===== src/rtl/spi_pkg.sv =====
// Shared definitions for the 12-bit SPI link, used by both the responder and the master.
package spi_pkg;
  localparam int SPI_DATA_W = 12;

  // Mode 0 (CPOL=0, CPHA=0), least significant bit transmitted first.
  localparam logic [1:0] SPI_MODE      = 2'd0;
  localparam bit         SPI_LSB_FIRST = 1'b1;

  typedef enum logic [1:0] {IDLE, SHIFT, DONE} spi_state_e;
endpackage


===== src/rtl/spi_sync.sv =====
// Multi-flop synchronizer for one asynchronous input, with a selectable reset value.
module spi_sync #(
  parameter int   STAGES  = 2,
  parameter logic RST_VAL = 1'b0
) (
  input  logic clk,
  input  logic rst,
  input  logic d_i,
  output logic q_o
);
  logic [STAGES-1:0] sync_q;

  always_ff @(posedge clk or negedge rst) begin
    if (!rst) sync_q <= {STAGES{RST_VAL}};
    else      sync_q <= {sync_q[STAGES-2:0], d_i};
  end

  assign q_o = sync_q[STAGES-1];
endmodule


===== src/rtl/spi_responder.sv =====
// Mode-0, LSB-first SPI responder oversampling sclk/cs/mosi on the system clock,
// with a one-entry tx buffer and a pulsed rx output.
module spi_responder
  import spi_pkg::*;
#(
  parameter int DATA_W      = SPI_DATA_W,
  parameter int SYNC_STAGES = 2
) (
  input  logic              clk,
  input  logic              rst,
  input  logic              sclk,
  input  logic              cs,
  input  logic              mosi,
  output logic              miso,
  input  logic [DATA_W-1:0] tx_data,
  input  logic              tx_valid,
  output logic              tx_ready,
  output logic [DATA_W-1:0] rx_data,
  output logic              rx_valid,
  output logic              busy,
  output logic              frame_err,
  output logic              tx_underrun
);
  localparam int CNT_W = $clog2(DATA_W + 1);
  localparam int SET_W = $clog2(SYNC_STAGES + 1);

  logic sclk_s, cs_s, mosi_s;

  spi_sync #(.STAGES(SYNC_STAGES), .RST_VAL(1'b0)) u_sync_sclk (.clk, .rst, .d_i(sclk), .q_o(sclk_s));
  spi_sync #(.STAGES(SYNC_STAGES), .RST_VAL(1'b1)) u_sync_cs   (.clk, .rst, .d_i(cs),   .q_o(cs_s));
  spi_sync #(.STAGES(SYNC_STAGES), .RST_VAL(1'b0)) u_sync_mosi (.clk, .rst, .d_i(mosi), .q_o(mosi_s));

  spi_state_e        state_q, state_d;
  logic [CNT_W-1:0]  cnt_q, cnt_d;
  logic [DATA_W-1:0] tx_sr_q, tx_sr_d;
  // Holds the first DATA_W-1 bits; the final bit is merged straight into rx_data.
  logic [DATA_W-2:0] rx_sr_q, rx_sr_d;
  logic [DATA_W-1:0] buf_q, buf_d;
  logic              buf_full_q, buf_full_d;
  logic [DATA_W-1:0] rx_data_q, rx_data_d;
  logic              rx_valid_q, rx_valid_d;
  logic              frame_err_q, frame_err_d;
  logic              underrun_q, underrun_d;
  logic [SET_W-1:0]  settle_q, settle_d;
  logic              armed_q, armed_d;
  logic              sclk_prev_q, cs_prev_q;

  logic rise, fall, cs_fall;
  assign rise    = sclk_s & ~sclk_prev_q;
  assign fall    = ~sclk_s & sclk_prev_q;
  // Only a fall seen after cs has been observed high post-reset may start a frame.
  assign cs_fall = armed_q & cs_prev_q & ~cs_s;

  always_comb begin
    // NOTE: every output of this block gets a default first so no path infers a latch.
    state_d     = state_q;
    cnt_d       = cnt_q;
    tx_sr_d     = tx_sr_q;
    rx_sr_d     = rx_sr_q;
    buf_d       = buf_q;
    buf_full_d  = buf_full_q;
    rx_data_d   = rx_data_q;
    rx_valid_d  = 1'b0;
    frame_err_d = 1'b0;
    underrun_d  = 1'b0;
    settle_d    = settle_q;
    armed_d     = armed_q;

    if (settle_q != SET_W'(SYNC_STAGES)) settle_d = settle_q + SET_W'(1);
    else if (cs_s)                       armed_d  = 1'b1;

    case (state_q)
      IDLE: begin
        if (cs_fall) begin
          state_d    = SHIFT;
          cnt_d      = '0;
          tx_sr_d    = buf_full_q ? buf_q : '0;
          underrun_d = ~buf_full_q;
          buf_full_d = 1'b0;
        end
      end
      SHIFT: begin
        if (cs_s) begin
          state_d     = IDLE;
          frame_err_d = 1'b1;
        end else if (rise) begin
          cnt_d   = cnt_q + CNT_W'(1);
          rx_sr_d = {mosi_s, rx_sr_q[DATA_W-2:1]};
          if (cnt_q == CNT_W'(DATA_W - 1)) begin
            state_d    = DONE;
            rx_data_d  = {mosi_s, rx_sr_q};
            rx_valid_d = 1'b1;
          end
        end else if (fall && cnt_q < CNT_W'(DATA_W)) begin
          tx_sr_d = tx_sr_q >> 1;
        end
      end
      DONE: begin
        if (cs_s) state_d = IDLE;
      end
      default: state_d = IDLE;
    endcase

    // Applied after the frame logic so a same-cycle start hands over the old word first.
    if (tx_valid && !buf_full_q) begin
      buf_d      = tx_data;
      buf_full_d = 1'b1;
    end
  end

  always_ff @(posedge clk or negedge rst) begin
    if (!rst) begin
      state_q     <= IDLE;
      cnt_q       <= '0;
      tx_sr_q     <= '0;
      rx_sr_q     <= '0;
      buf_q       <= '0;
      buf_full_q  <= 1'b0;
      rx_data_q   <= '0;
      rx_valid_q  <= 1'b0;
      frame_err_q <= 1'b0;
      underrun_q  <= 1'b0;
      settle_q    <= '0;
      armed_q     <= 1'b0;
      sclk_prev_q <= 1'b0;
      cs_prev_q   <= 1'b1;
    end else begin
      // NOTE: non-blocking assignments so every register samples pre-edge values.
      state_q     <= state_d;
      cnt_q       <= cnt_d;
      tx_sr_q     <= tx_sr_d;
      rx_sr_q     <= rx_sr_d;
      buf_q       <= buf_d;
      buf_full_q  <= buf_full_d;
      rx_data_q   <= rx_data_d;
      rx_valid_q  <= rx_valid_d;
      frame_err_q <= frame_err_d;
      underrun_q  <= underrun_d;
      settle_q    <= settle_d;
      armed_q     <= armed_d;
      sclk_prev_q <= sclk_s;
      cs_prev_q   <= cs_s;
    end
  end

  assign miso        = (state_q == SHIFT) ? tx_sr_q[0] : 1'b0;
  assign tx_ready    = ~buf_full_q;
  assign rx_data     = rx_data_q;
  assign rx_valid    = rx_valid_q;
  assign busy        = (state_q != IDLE);
  assign frame_err   = frame_err_q;
  assign tx_underrun = underrun_q;
endmodule


===== config.mk =====
export PLATFORM = sky130hd
export DESIGN_NAME = spi_responder
export DESIGN_NICKNAME = d
export VERILOG_FILES = /design/src/rtl/spi_pkg.sv /design/src/rtl/spi_sync.sv /design/src/rtl/spi_responder.sv
export SDC_FILE = /design/constraint.sdc
export NUM_CORES = 1
export LEC_CHECK = 0
export CAP_MARGIN = 20
export CORE_UTILIZATION = 50
export CTS_CLUSTER_DIAMETER = 100
export DETAILED_ROUTE_END_ITERATION = 8
export PLACE_DENSITY = 0.74
export SKIP_CTS_REPAIR_TIMING = 1
export SLEW_MARGIN = 20
export SYNTH_ARGS = -nofsm -noshare
export SYNTH_HDL_FRONTEND = slang
export SYNTH_SLANG_ARGS = --single-unit

===== constraint.sdc =====
create_clock -name clk -period 3.78 [get_ports clk]
set_input_delay 0.756 -clock clk [delete_from_list [all_inputs] [get_ports clk]]
set_output_delay 0.756 -clock clk [all_outputs]
set_load 0.05 [all_outputs]

Yosys cells after proc, flatten, opt, wreduce, memory -nomap -nowiden

Index checks and enable logic that the tools add are counted.

Bits in registers: 68
Bits of input ports: 18
Word-level logic and storage cells: 84

Add/sub/neg operators: 2
$lt $le $gt $ge: 1
Equal/unequal tests: 12
Multiplexer cells: 28
Bitwise logic cells: 9
Reduce and logical (&&, ||, !) cells: 15

Operators by type and width:

| operator              | count |
|---|---|
| $mux W12              | 5 |
| $pmux W12 S2          | 1 |
| $mux W1               | 12 |
| $mux W4               | 3 |
| $ne A2 B2 Y1 const B  | 6 |
| $reduce_and A4 Y1     | 3 |
| $mux W2               | 5 |
| $pmux W4 S2           | 1 |
| $reduce_bool A2 Y1    | 4 |
| $ne A3 B2 Y1 const B  | 2 |
| $pmux W2 S3           | 1 |
| $not A1 Y1            | 5 |
| $reduce_and A5 Y1     | 1 |
| $add A4 B1 Y4 const B | 1 |
| $and A1 B1 Y1         | 4 |
| $eq A4 B4 Y1 const B  | 1 |
| $lt A4 B4 Y1 const B  | 1 |
| $reduce_and A2 Y1     | 2 |
| $reduce_and A3 Y1     | 1 |
| $add A2 B1 Y2 const B | 1 |
| $eq A2 B1 Y1 const B  | 1 |
| $eq A2 B2 Y1 const B  | 1 |
| $logic_and A1 B1 Y1   | 2 |
| $logic_not A2 Y1      | 1 |
| 2 further kinds       | 2 |

Longest topological paths before layout

Depth in word-level cells: 7
Gate-level depth with buffers: 7
Gate-level depth less buffers: 5

By module

Synthesis repeated with hierarchy kept, for this count alone.

Cell total of the unflattened synthesis: 206
Area, all modules: 2786.4 sq um

By module, submodules not included:

| module                      | instances | cells an instance | area an instance (sq um) | sequential area each (sq um) |
|---|---|---|---|---|
| spi_responder               | 1         | 200               | 2633.8                   | 1552.7 |
| spi_sync at u_sync_mosi ... | 2         | 2                 | 50.0                     | 50.0 |
| spi_sync at u_sync_cs       | 1         | 2                 | 52.6                     | 52.6 |

Least setup slack after synthesis

OpenSTA, ideal clock, no wires.

Path type: flip-flop to output port
Start: register state_q[0]
End: output miso
Data arrival time: 1404 ps
Data required time: 3024 ps
Slack: 1620 ps
Stages on the path, launching flop included: 4
Buffers on the path: 1
Cell sequence: dfrtp_1 > nor2b_1 > clkbuf_1 > and2_1

Longest elaborated chain between the ends: 2

RTL lines:

| what                     | line                 | RTL |
|---|---|---|
| start: declaration       | spi_responder.sv:33  | `spi_state_e state_q, state_d;` |
| start signal: assignment | spi_responder.sv:129 | `state_q <= state_d;` |
| $eq A2 B1 Y1             | spi_responder.sv:146 | `assign miso = (state_q == SHIFT) ? tx_sr_q[0] : 1'b0;` |
| $mux W1                  | spi_responder.sv:146 |  |
| end: declaration         | spi_responder.sv:14  | `output logic miso,` |

No other way between the ends.

Worst setup path after layout

Start: register buf_full_q
End: output tx_ready

Longest elaborated chain between the ends: 1

RTL lines:

| what                     | line                 | RTL |
|---|---|---|
| start: declaration       | spi_responder.sv:39  | `logic buf_full_q, buf_full_d;` |
| start signal: assignment | spi_responder.sv:134 | `buf_full_q <= buf_full_d;` |
| $not A1 Y1               | spi_responder.sv:147 | `assign tx_ready = ~buf_full_q;` |
| end: declaration         | spi_responder.sv:17  | `output logic tx_ready,` |

No other way between the ends.

==> out/metrics.csv <==
stage;metric;value;unit
outcome;status;completed;
min_path;min_from;u_sync_sclk.sync_q[0];
cts;cts.path.max_buffers;2;
sta;min_period_over_period;0.685;
sta;slew_violations;0;
global_route;grt_use_met1;0.230;
min_path;hold_depth;0;
cts;clk_latency;330;ps
route;wl_per_cell;14.1;um
cts;clkTransAtPathRegs;60;ps
die;die_w;76.6;um
global_route;grt_usage;0.178;
route;ant_nets;0;
min_path;holdPathEnd;u_sync_sclk.sync_q[1];
logic_synthesis;yosysWarnings;0;
global_route;grt_util_met3;0.0551;
finish;drive_gt1_frac;0.274;
setup_path;timing.rr.end;rx_data[0];
route;drt-total-wl;4.55;mm
route;drc_errors;0;
die;core;5240;um2
cts;numClockSinks;68;
logic_synthesis;ys_ff_latch;68;
finish;regArea;1710;um2
place;gp_congestion;0.715;
route;viasPerCell;5.15;
sta;setup_slack;1190;ps
setup_path;crit_path_start_kind;flop;
sta;relSlewSlack;0.453;
global_route;use_met2;0.263;
logic_synthesis;synth_seq_area_share;0.614;
route;drtIter0Drc;83;
setup_path;crit_family;buffers and inverters;
logic_synthesis;synth_area_leaders;dfrtp_1, mux2_2, mux2_4;
finish;area_delta_synth_final;21.3;%
global_route;grt_max_degree;69;
logic_synthesis;yosysUniqueCellTypes;28;
die;die_y;76.6;um
logic_synthesis;syn-cell-area;2780;um2
sta;fin_setup_tns;0;ps
sta;min_period;2590;ps
finish;final_nets;267;
power;total_power;1.94;mW
logic_synthesis;synth_cells;207;
cts;cts-buffers-inserted;9;
die;num_io_pins;36;
finish;n_antenna_cell;0;
place;io_buffers;35;
die;initial_core_util;0.531;
setup_path;slowest_stage;clkdlybuf4s50_1;
setup_path;max_stage_delay;800;ps
sta;finalSetupViolations;0;
sta;rsz0062_at_grt;false;
setup_path;cp.arrival;1830;ps
setup_path;path_cells;inv_1, clkdlybuf4s50_1;
logic_synthesis;yosysTopAreaCellShare;0.585;
place;dpl.hpwl;2.90;mm
place;place_ws;1240;ps
global_route;antenna_found_initial;0;
sta;worstMarginPinSlew;821;ps
flow_run;maxCapViolations;0;
sta;hold_viol_final;0;
die;dieArea;5860;um2
power;powerDensity;575;nW/um2
place;dpl_cell_area;3160;um2
global_route;overflow;0;
setup_path;path_buf_inv;2;
setup_path;required;3020;ps
finish;multi_input_area;980;um2
die;row_count;26;
finish;fin_area;3370;um2
route;num_vias;1659;
cts;htreeDepth;3;
global_route;grt_pass1_wl;7.72;mm
min_path;hold_class;reg -> reg;
route;dr.pass1.iters;4;
setup_path;r2r-start;state_q[1];
sta;clock_skew;8.00;ps
logic_synthesis;postSynthAreaPerCell;13.4;um2
power;leakage;1.58;nW
global_route;grt-busiest-layer;met2;
setup_path;critPathCaptureType;output pin;
power;irDropWorstVdd;0.000358;V
finish;n_fill_cell;424;
logic_synthesis;synth_nets;227;
cts;root_buffer;clkbuf_8;
global_route;grt_pass1_vias;1596;
setup_path;reg2regPathDepth;4;
logic_synthesis;synth_top_area_cell;dfrtp_1;
sta;fmax;386;MHz
cts;cts_tree;built;
setup_path;crit_fanout;16;
setup_path;worstSetupPathType;reg -> out;
setup_path;rrSetupSlack;1230;ps
placed cells by master (no fill, tap or decap), drive strengths merged, types with 2 or more instances in the layout:
cell,count
nor2,5
buf,5
a21oi,4
nor2b,4
a21o,2
or3,3
nand3,14
dfrtp,65
nand2b,3
clkbuf,15
dfstp,3
o21ai,8
nand3b,2
nand2,24
inv,4
clkdlybuf4s50,34
ha,2
and2,2
mux2,46
flip-flops by register name, indices dropped and copies added (netlist names):
name and count:
tx_sr_q 12, armed_q 1, buf_full_q 1, state_q 2, settle_q 2, cs_prev_q 1
frame_err 1, rx_valid 1, cnt_q 4, rx_sr_q 11, u_sync_mosi.sync_q 2, rx_data 12
u_sync_cs.sync_q 2, sclk_prev_q 1, u_sync_sclk.sync_q 2, tx_underrun 1, buf_q 12
logic make-up (layout without fill, tap and decap cells):
kind of cell	count (synthesis)	count (layout)	share of synthesized area
DFF	68	68	0.614
and+or+nand+nor	60	60	0.110
muxes	46	46	0.199
AOI/OAI and AO/OA	16	16	0.0320
buffers and inverters	14	59	0.0338
adders and majority gates	2	2	0.00900
xor gates and xnor gates	1	1	0.00315
report_power, final:
group          switching (mW)  internal [mW]  total (mW)
Sequential              0.103          0.879       0.982
Combinational           0.156          0.193       0.349
Clock                   0.246          0.360       0.606
Total                   0.505           1.43        1.94
routing by layer:
| metal | share of wire | up-vias |
|---|---|---|
| met5 | 0 | - |
| met4 | 0.020 | 0 |
| met3 | 0.035 | 8 |
| met2 | 0.48 | 29 |
| met1 | 0.47 | 829 |
| li1 | - | 793 |
area by class of cell:
| type | instances | area share |
|---|---|---|
| clock inverters | 1 | 0.00891 |
| multi-input cells | 125 | 0.291 |
| inverters | 4 | 0.00446 |
| repair buffers | 39 | 0.111 |
| flip-flops and latches | 68 | 0.506 |
| clock buffers | 15 | 0.0524 |
| well taps | 70 | 0.0260 |
synth_stat cells (all sizes together):
library cell and count:
dfrtp 65, o21ai 8, or4 1, o31ai 1, nand2b 3, nand2 24
a21o 2, nand3b 2, dfstp 3, a21oi 4, and2 2, nor2b 4
xnor2 1, ha 2, nand3 14, clkbuf 4, nand4 1, o22ai 1
nor2 5, or3 3, inv 4, buf 6, or2 1, mux2 46
how the worst max path moves through the flow:
stage	startpoint	endpoint	slack (ps)	cells after the start
detailed placement	state_q[1]	rx_data[0]	1240	4
floorplan	state_q[0]	miso	1620	3
CTS	state_q[0]	miso	1170	3
global route	state_q[1]	rx_data[0]	1050	4
global placement	state_q[1]	rx_data[1]	1310	4
finish	buf_full_q	tx_ready	1190	2
through the flow:
step	util	hold WS (ps)	instances
after floorplan	-	331	207
after global placement	0.604	333	306
after detailed placement	0.604	342	306
after CTS	0.643	357	322
after global routing	0.643	360	322
final	0.643	352	322
Power figures use the tool's default switching activity.
